==> src/rtl/bp_be_mem_issue_buffer.sv <==
// In-order memory-op issue buffer: ops stay resident from dispatch until retire so a miss can
// re-issue from the oldest unretired entry.
module bp_be_mem_issue_buffer #(
  parameter int unsigned els_p   = 4,
  parameter int unsigned width_p = 64
) (
  input  logic                       clk_i,
  input  logic                       reset_i,
  input  logic                       flush_i,
  input  logic                       v_i,
  input  logic [width_p-1:0]         pkt_i,
  output logic                       ready_o,
  output logic                       v_o,
  output logic [width_p-1:0]         pkt_o,
  input  logic                       yumi_i,
  input  logic                       retire_i,
  input  logic                       replay_i,
  output logic [$clog2(els_p):0]     count_o,
  output logic [$clog2(els_p):0]     inflight_o
);

  localparam int unsigned AddrW = $clog2(els_p);
  localparam int unsigned PtrW  = AddrW + 1;

  logic [width_p-1:0] r_mem [els_p];
  logic [PtrW-1:0]    r_wptr, r_iptr, r_rptr;
  logic [PtrW-1:0]    w_wptr_d, w_iptr_d, w_rptr_d;
  logic [PtrW-1:0]    w_count, w_inflight;
  logic               w_enq, w_issue, w_retire;

  // Extra pointer bit distinguishes full from empty when the low bits match.
  assign w_count    = r_wptr - r_rptr;
  assign w_inflight = r_iptr - r_rptr;
  assign count_o    = w_count;
  assign inflight_o = w_inflight;

  assign ready_o = (w_count != PtrW'(els_p));
  assign v_o     = (r_iptr != r_wptr) & ~replay_i & ~flush_i;
  assign pkt_o   = r_mem[r_iptr[AddrW-1:0]];

  assign w_enq    = v_i & ready_o & ~flush_i;
  assign w_issue  = yumi_i & v_o;
  assign w_retire = retire_i & (w_inflight != '0) & ~flush_i;

  always_comb begin
    w_wptr_d = r_wptr;
    w_iptr_d = r_iptr;
    w_rptr_d = r_rptr;
    if (flush_i) begin
      w_wptr_d = '0;
      w_iptr_d = '0;
      w_rptr_d = '0;
    end else begin
      w_wptr_d = r_wptr + PtrW'(w_enq);
      w_rptr_d = r_rptr + PtrW'(w_retire);
      // Replay rewinds to the oldest op still unretired after this cycle's retire.
      if (replay_i) w_iptr_d = r_rptr + PtrW'(w_retire);
      else          w_iptr_d = r_iptr + PtrW'(w_issue);
    end
  end

  always_ff @(posedge clk_i or posedge reset_i) begin
    if (reset_i) begin
      r_wptr <= '0;
      r_iptr <= '0;
      r_rptr <= '0;
    end else begin
      r_wptr <= w_wptr_d;
      r_iptr <= w_iptr_d;
      r_rptr <= w_rptr_d;
    end
  end

  // Payload storage is never cleared; pointers alone define validity.
  always_ff @(posedge clk_i) begin
    if (w_enq) r_mem[r_wptr[AddrW-1:0]] <= pkt_i;
  end

endmodule
==> config.mk <==
export PLATFORM = sky130hd
export DESIGN_NAME = bp_be_mem_issue_buffer
export DESIGN_NICKNAME = d
export VERILOG_FILES = /design/src/rtl/bp_be_mem_issue_buffer.sv
export SDC_FILE = /design/constraint.sdc
export NUM_CORES = 1
export LEC_CHECK = 0
export ABC_AREA = 0
export CAP_MARGIN = 40
export CORE_MARGIN = 4
export CORE_UTILIZATION = 54
export CTS_BUF_LIST = sky130_fd_sc_hd__clkbuf_2
export CTS_CLUSTER_DIAMETER = 30
export DETAILED_ROUTE_END_ITERATION = 6
export PLACE_DENSITY = 0.79
export SLEW_MARGIN = 20
export SYNTH_ARGS = -nofsm -noshare
export SYNTH_HDL_FRONTEND = slang
export SYNTH_SLANG_ARGS = --single-unit
==> constraint.sdc <==
create_clock -name clk_i -period 9.38 [get_ports clk_i]
set_input_delay 0.938 -clock clk_i [delete_from_list [all_inputs] [get_ports clk_i]]
set_output_delay 0.938 -clock clk_i [all_outputs]
set_load 0.1 [all_outputs]
Word-level counts from Yosys, hierarchy flattened. Memory sizes are Yosys's and may differ from the RTL's. Index checks and enable logic that the tools add are counted.

Register bits: 9. Memory bits (writable): 256. Output and inout bits: 72. Logic and storage cells: 27. Memories: 1.

Memories: r_mem (words 4, width 64, read ports 1, clocked after memory_dff 0, wr ports 1, RTL line 25) `logic [width_p-1:0] r_mem [els_p];`.

Add/sub/neg operators: 5. Eq/ne operators: 2. Mux-type cells: 6. Bitwise operators: 9. Reductions and logical operators: 1.

Operators with widths (count): 2-to-1 mux 3 bit (4); adder 3 x 1 -> 3 bit (3); bitwise AND 1 bit (7); subtractor 3 bit (2); inequality test 3 bit (1); inequality test 3 bit (second input constant) (1); nonzero test 3 bit (1); 2-to-1 mux 1 bit (2); inverter 1 bit (2).

Logic depth before layout (Yosys ltp).
Depth after elaboration: 7. Gate-level depth with buffers: 13. Mapped depth without buffers: 11.

Worst setup path after synthesis. Ideal clock, no wire load.

Path type: register -> register. Start point: register r_wptr[0]. End point: memory r_mem[1][0], enable pin. Library setup time: 0.565 ns. Arrival: 6.556 ns. Path slack: 2.259 ns. Stages on the path, launching flop included: 7. Path buffers: 0. Clock period less this slack: 7.121 ns. Path through: dfrtp_1 -> inv_1 -> ha_1 -> fa_1 -> xor3_2 -> a311o_2 -> nor3_1.

Word-level cells in the longest chain between the ends: 6.

RTL lines: from (decl) (RTL line 26) `logic [PtrW-1:0] r_wptr, r_iptr, r_rptr;`; from (signal assigned) (RTL line 68) `r_wptr <= w_wptr_d;`; subtractor 3 bit (RTL line 32) `assign w_count = r_wptr - r_rptr;`; net count_o[2] (RTL line 18) `output logic [$clog2(els_p):0] count_o,`; inequality test 3 bit (RTL line 37) `assign ready_o = (w_count != PtrW'(els_p));`; bitwise AND 1 bit (2 in a row) (RTL line 41) `assign w_enq = v_i & ready_o & ~flush_i;`; 2-to-1 mux 1 bit (RTL line 76) `if (w_enq) r_mem[r_wptr[AddrW-1:0]] <= pkt_i;`; 2-to-1 mux 1 bit (not written as such) (RTL line 76); to (decl) (RTL line 25).

The timed path passes the listed nets, and every way through them passes these cells.

Worst setup path in the final report.
Start point: register r_iptr[0]. End point: output pkt_o[28].

Word-level cells in the longest chain between the ends: 1.

RTL lines: from (decl) (RTL line 26); from (signal assigned) (RTL line 69) `r_iptr <= w_iptr_d;`; memory read (4 x 64 bit); to (decl) (RTL line 14) `output logic [width_p-1:0] pkt_o,`.

No other way between the ends.

==> impl_metrics.sql <==
INSERT INTO impl_metrics (metric_group, metric, value, unit) VALUES
('clock_network', 'worst_skew_pair.late_latency', '0.76', 'ns'),
('worst_setup_path', 'critPathMaxStageDelay', '0.83', 'ns'),
('timing', 'slew_viol_final', '0', ''),
('synth', 'synth.ff_latch_count', '265', ''),
('worst_setup_path', 'worst_ep_required_time', '8.44', 'ns'),
('outcome', 'outcome', 'completed', ''),
('timing', 'finalSetupViolCount', '0', ''),
('global_route', 'grt.met1_usage', '0.249', ''),
('power', 'leakage', '4.67', 'nW'),
('global_route', 'globalRouteTotalUtil', '0.192', ''),
('worst_setup_path', 'critical_path_peak_fanout', '30', ''),
('drt', 'detail_route.vias_per_cell', '5.39', ''),
('floorplan', 'floorplan_core_area', '0.0180', 'mm^2'),
('floorplan', 'die-height', '143', 'um'),
('floorplan', 'num_rows', '49', ''),
('global_route', 'global_route_wire_length_before_repair', '29600', 'um'),
('clock_network', 'tritoncts_buffer_count', '66', ''),
('global_route', 'antenna_violations_before_repair', '1', ''),
('placed_design', 'placedCellCount', '834', ''),
('worst_setup_path', 'worstSetupStartpointType', 'flip-flop', ''),
('floorplan', 'start_util', '0.548', ''),
('worst_setup_path', 'reg2reg_slack', '6.17', 'ns'),
('placed_design', 'placement_stage_cell_area', '0.0128', 'mm^2'),
('clock_network', 'setup_fix_bufs_post_cts', '0', ''),
('timing', 'fin_worst_skew', '0.0404', 'ns'),
('drt', 'route.antenna.remaining_nets', '0', ''),
('timing', 'fmax', '219', 'MHz'),
('worst_setup_path', 'end_kind', 'output port', ''),
('worst_setup_path', 'cp_cell_sequence', 'buf_4 > buf_12 > mux4_2 > clkdlybuf4s50_1 > buf_16', ''),
('drt', 'routed_wl', '18700', 'um'),
('drt', 'drt-pass1-iter-count', '4', ''),
('clock_network', 'cts_tree', 'built', ''),
('worst_setup_path', 'startpoint_to_endpoint_class_of_the_critical_path', 'flip-flop to output port', ''),
('synth', 'synth_edf_count', '256', ''),
('timing', 'final-hold-violation-count', '0', ''),
('timing', 'tightestPinTransition', '0.597', 'ns'),
('worst_setup_path', 'worst_setup_path_startpoint', 'r_iptr[0]', ''),
('placed_design', 'dp.final_hpwl', '11600', 'um'),
('worst_setup_path', 'timing.critical_path.slowest_stage_cell', 'dfrtp_4', ''),
('synth', 'count_of_distinct_cell_types_in_the_synthesized_netlist', '23', ''),
('clock_network', 'cts.hold.buffers_added', '0', ''),
('cells_and_area', 'layout-drive-gt1-share', '0.357', ''),
('cells_and_area', 'fin_nets', '755', ''),
('global_route', 'global_route.usage.met2', '0.315', ''),
('floorplan', 'die-area', '0.0204', 'mm^2'),
('timing', 'grt_setup_unrepaired', 'false', ''),
('clock_network', 'clock_tree.buffer_depth', '3', ''),
('worst_setup_path', 'r2r_start', 'r_wptr[0]', ''),
('placed_design', 'numPortBuffers', '142', ''),
('drt', 'route.vias.total', '5058', ''),
('global_route', 'largest_net_degree_at_the_start_of_global_routing', '39', ''),
('global_route', 'gr-total-overflow', '0', ''),
('synth', 'most_used_flip_flop_cell_after_synthesis', 'edfxtp_1', ''),
('synth', 'yosys_warnings', '0', ''),
('worst_setup_path', 'rr_worst_depth', '7', ''),
('synth', 'syn_nets', '477', ''),
('min_path', 'min_path_type', 'primary input to asynchronous set/reset pin', ''),
('timing', 'final_min_period_over_clock_period', '0.487', ''),
('power', 'power_density', '219', 'mW/mm^2'),
('floorplan', 'die_width', '143', 'um'),
('cells_and_area', 'final-instance-count-excl-fill', '939', ''),
('timing', 'setup_total_negative_slack', '0', 'ns'),
('global_route', 'grt-busiest-layer', 'met2', ''),
('synth', 'syn_area', '0.00984', 'mm^2'),
('clock_network', 'htree_levels', '3', ''),
('floorplan', 'num_io_pins', '143', ''),
('timing', 'timing.max_slew.rel_slack', '0.602', ''),
('synth', 'cell_count_after_synthesis', '396', ''),
('placed_design', 'gp_congestion', '0.758', ''),
('global_route', 'grt_pass1_vias', '5752', ''),
('global_route', 'gr-usage-met3', '0.0519', '');
-- logic make-up after synthesis --
kind of cell,count (synthesis),share of synthesized area
buffers and inverters,27,0.0117
multiplexers,66,0.149
flip-flops,265,0.804
AND/OR/NAND/NOR,15,0.00763
AO/OA/AOI/OAI,4,0.00394
adder cells (fa/ha/maj),10,0.0142
XOR/XNOR,9,0.00966
-- worst max path at each step --
stage | to | slack [ns] | depth (start not counted)
final | pkt_o[28] | 4.81 | 5
after global routing | pkt_o[28] | 4.50 | 5
after CTS | pkt_o[28] | 4.54 | 4
after detailed placement | pkt_o[28] | 5.41 | 4
after global placement | pkt_o[29] | 5.17 | 3
after floorplan | r_mem[1][0] | 2.26 | 6
-- sequential cells by signal (all words and copies together) (netlist names) --
| register | count |
|---|---|
| r_rptr | 3 |
| r_wptr | 3 |
| r_iptr | 3 |
| r_mem | 256 |
-- cell usage after synthesis (4+ instances only) --
cell type,number,area (um^2)
inv_1,12,45.0
xnor2_1,4,35.0
ha_1,8,100
clkbuf_1,5,18.8
buf_2,8,40.0
nor2b_1,4,25.0
nor2_1,5,18.8
xor2_1,4,35.0
edfxtp_1,256,7690
mux4_2,64,1440
dfrtp_1,9,225
nor3_1,4,20.0
-- placed cells by master, fill, tap and decap left out, types with 3 or more instances in the layout --
cell / instances
buf_16: 7
buf_4: 9
buf_8: 65
bufinv_16: 3
clkbuf_2: 92
clkdlybuf4s50_1: 142
clkinv_1: 5
dfrtp_1: 7
edfxtp_1: 256
ha_1: 8
inv_1: 12
mux4_2: 64
nor2_1: 5
nor2b_1: 4
nor3_2: 4
xnor2_1: 4
xor2_1: 4
-- stage by stage --
| stage | hold WS [ns] | util | power, mW | worst slack, ns |
|---|---|---|---|---|
| 2_1_floorplan | 0.557 | - | 1.88 | 2.26 |
| 3_3_place_gp | 0.604 | 0.644 | 2.03 | 5.17 |
| 3_5_place_dp | 0.602 | 0.710 | 2.21 | 5.41 |
| 4_1_cts | 0.410 | 0.743 | 2.96 | 4.54 |
| 5_1_grt | 0.401 | 0.744 | 3.06 | 4.50 |
| 6_report | 0.483 | 0.744 | 2.92 | 4.81 |
-- area by class of cell --
type,instances,area [um^2]
Antenna cell,1,2.50
Clock buffer,92,460
Clock inverter,11,121
Fill cell,989,4600
Inverter,12,45.0
Multi-Input combinational cell,104,1830
Sequential cell,265,7920
Tap cell,229,287
Timing Repair Buffer,225,2700
-- per-layer routing --
metal  wire length [um]  vias to the layer above
li1                   -                     2256
met1               7460                     2591
met2               9630                      182
met3               1190                       29
met4                389                        0
met5                  0                        -
-- report_power, final --
group	internal (mW)	total [mW]	switching, mW
combinational	0.323	0.818	0.495
sequential	1.34	1.36	0.0219
clock	0.340	0.747	0.406
total	2.00	2.92	0.923
-- worst max-delay path, delay by kind of cell (launching register included) --
kind                   cells  cell delay (ns)
DFF                        1             0.83
muxes                      1             0.52
buffers and inverters      4             1.50
No activity file was read; power rests on OpenSTA's default activity.
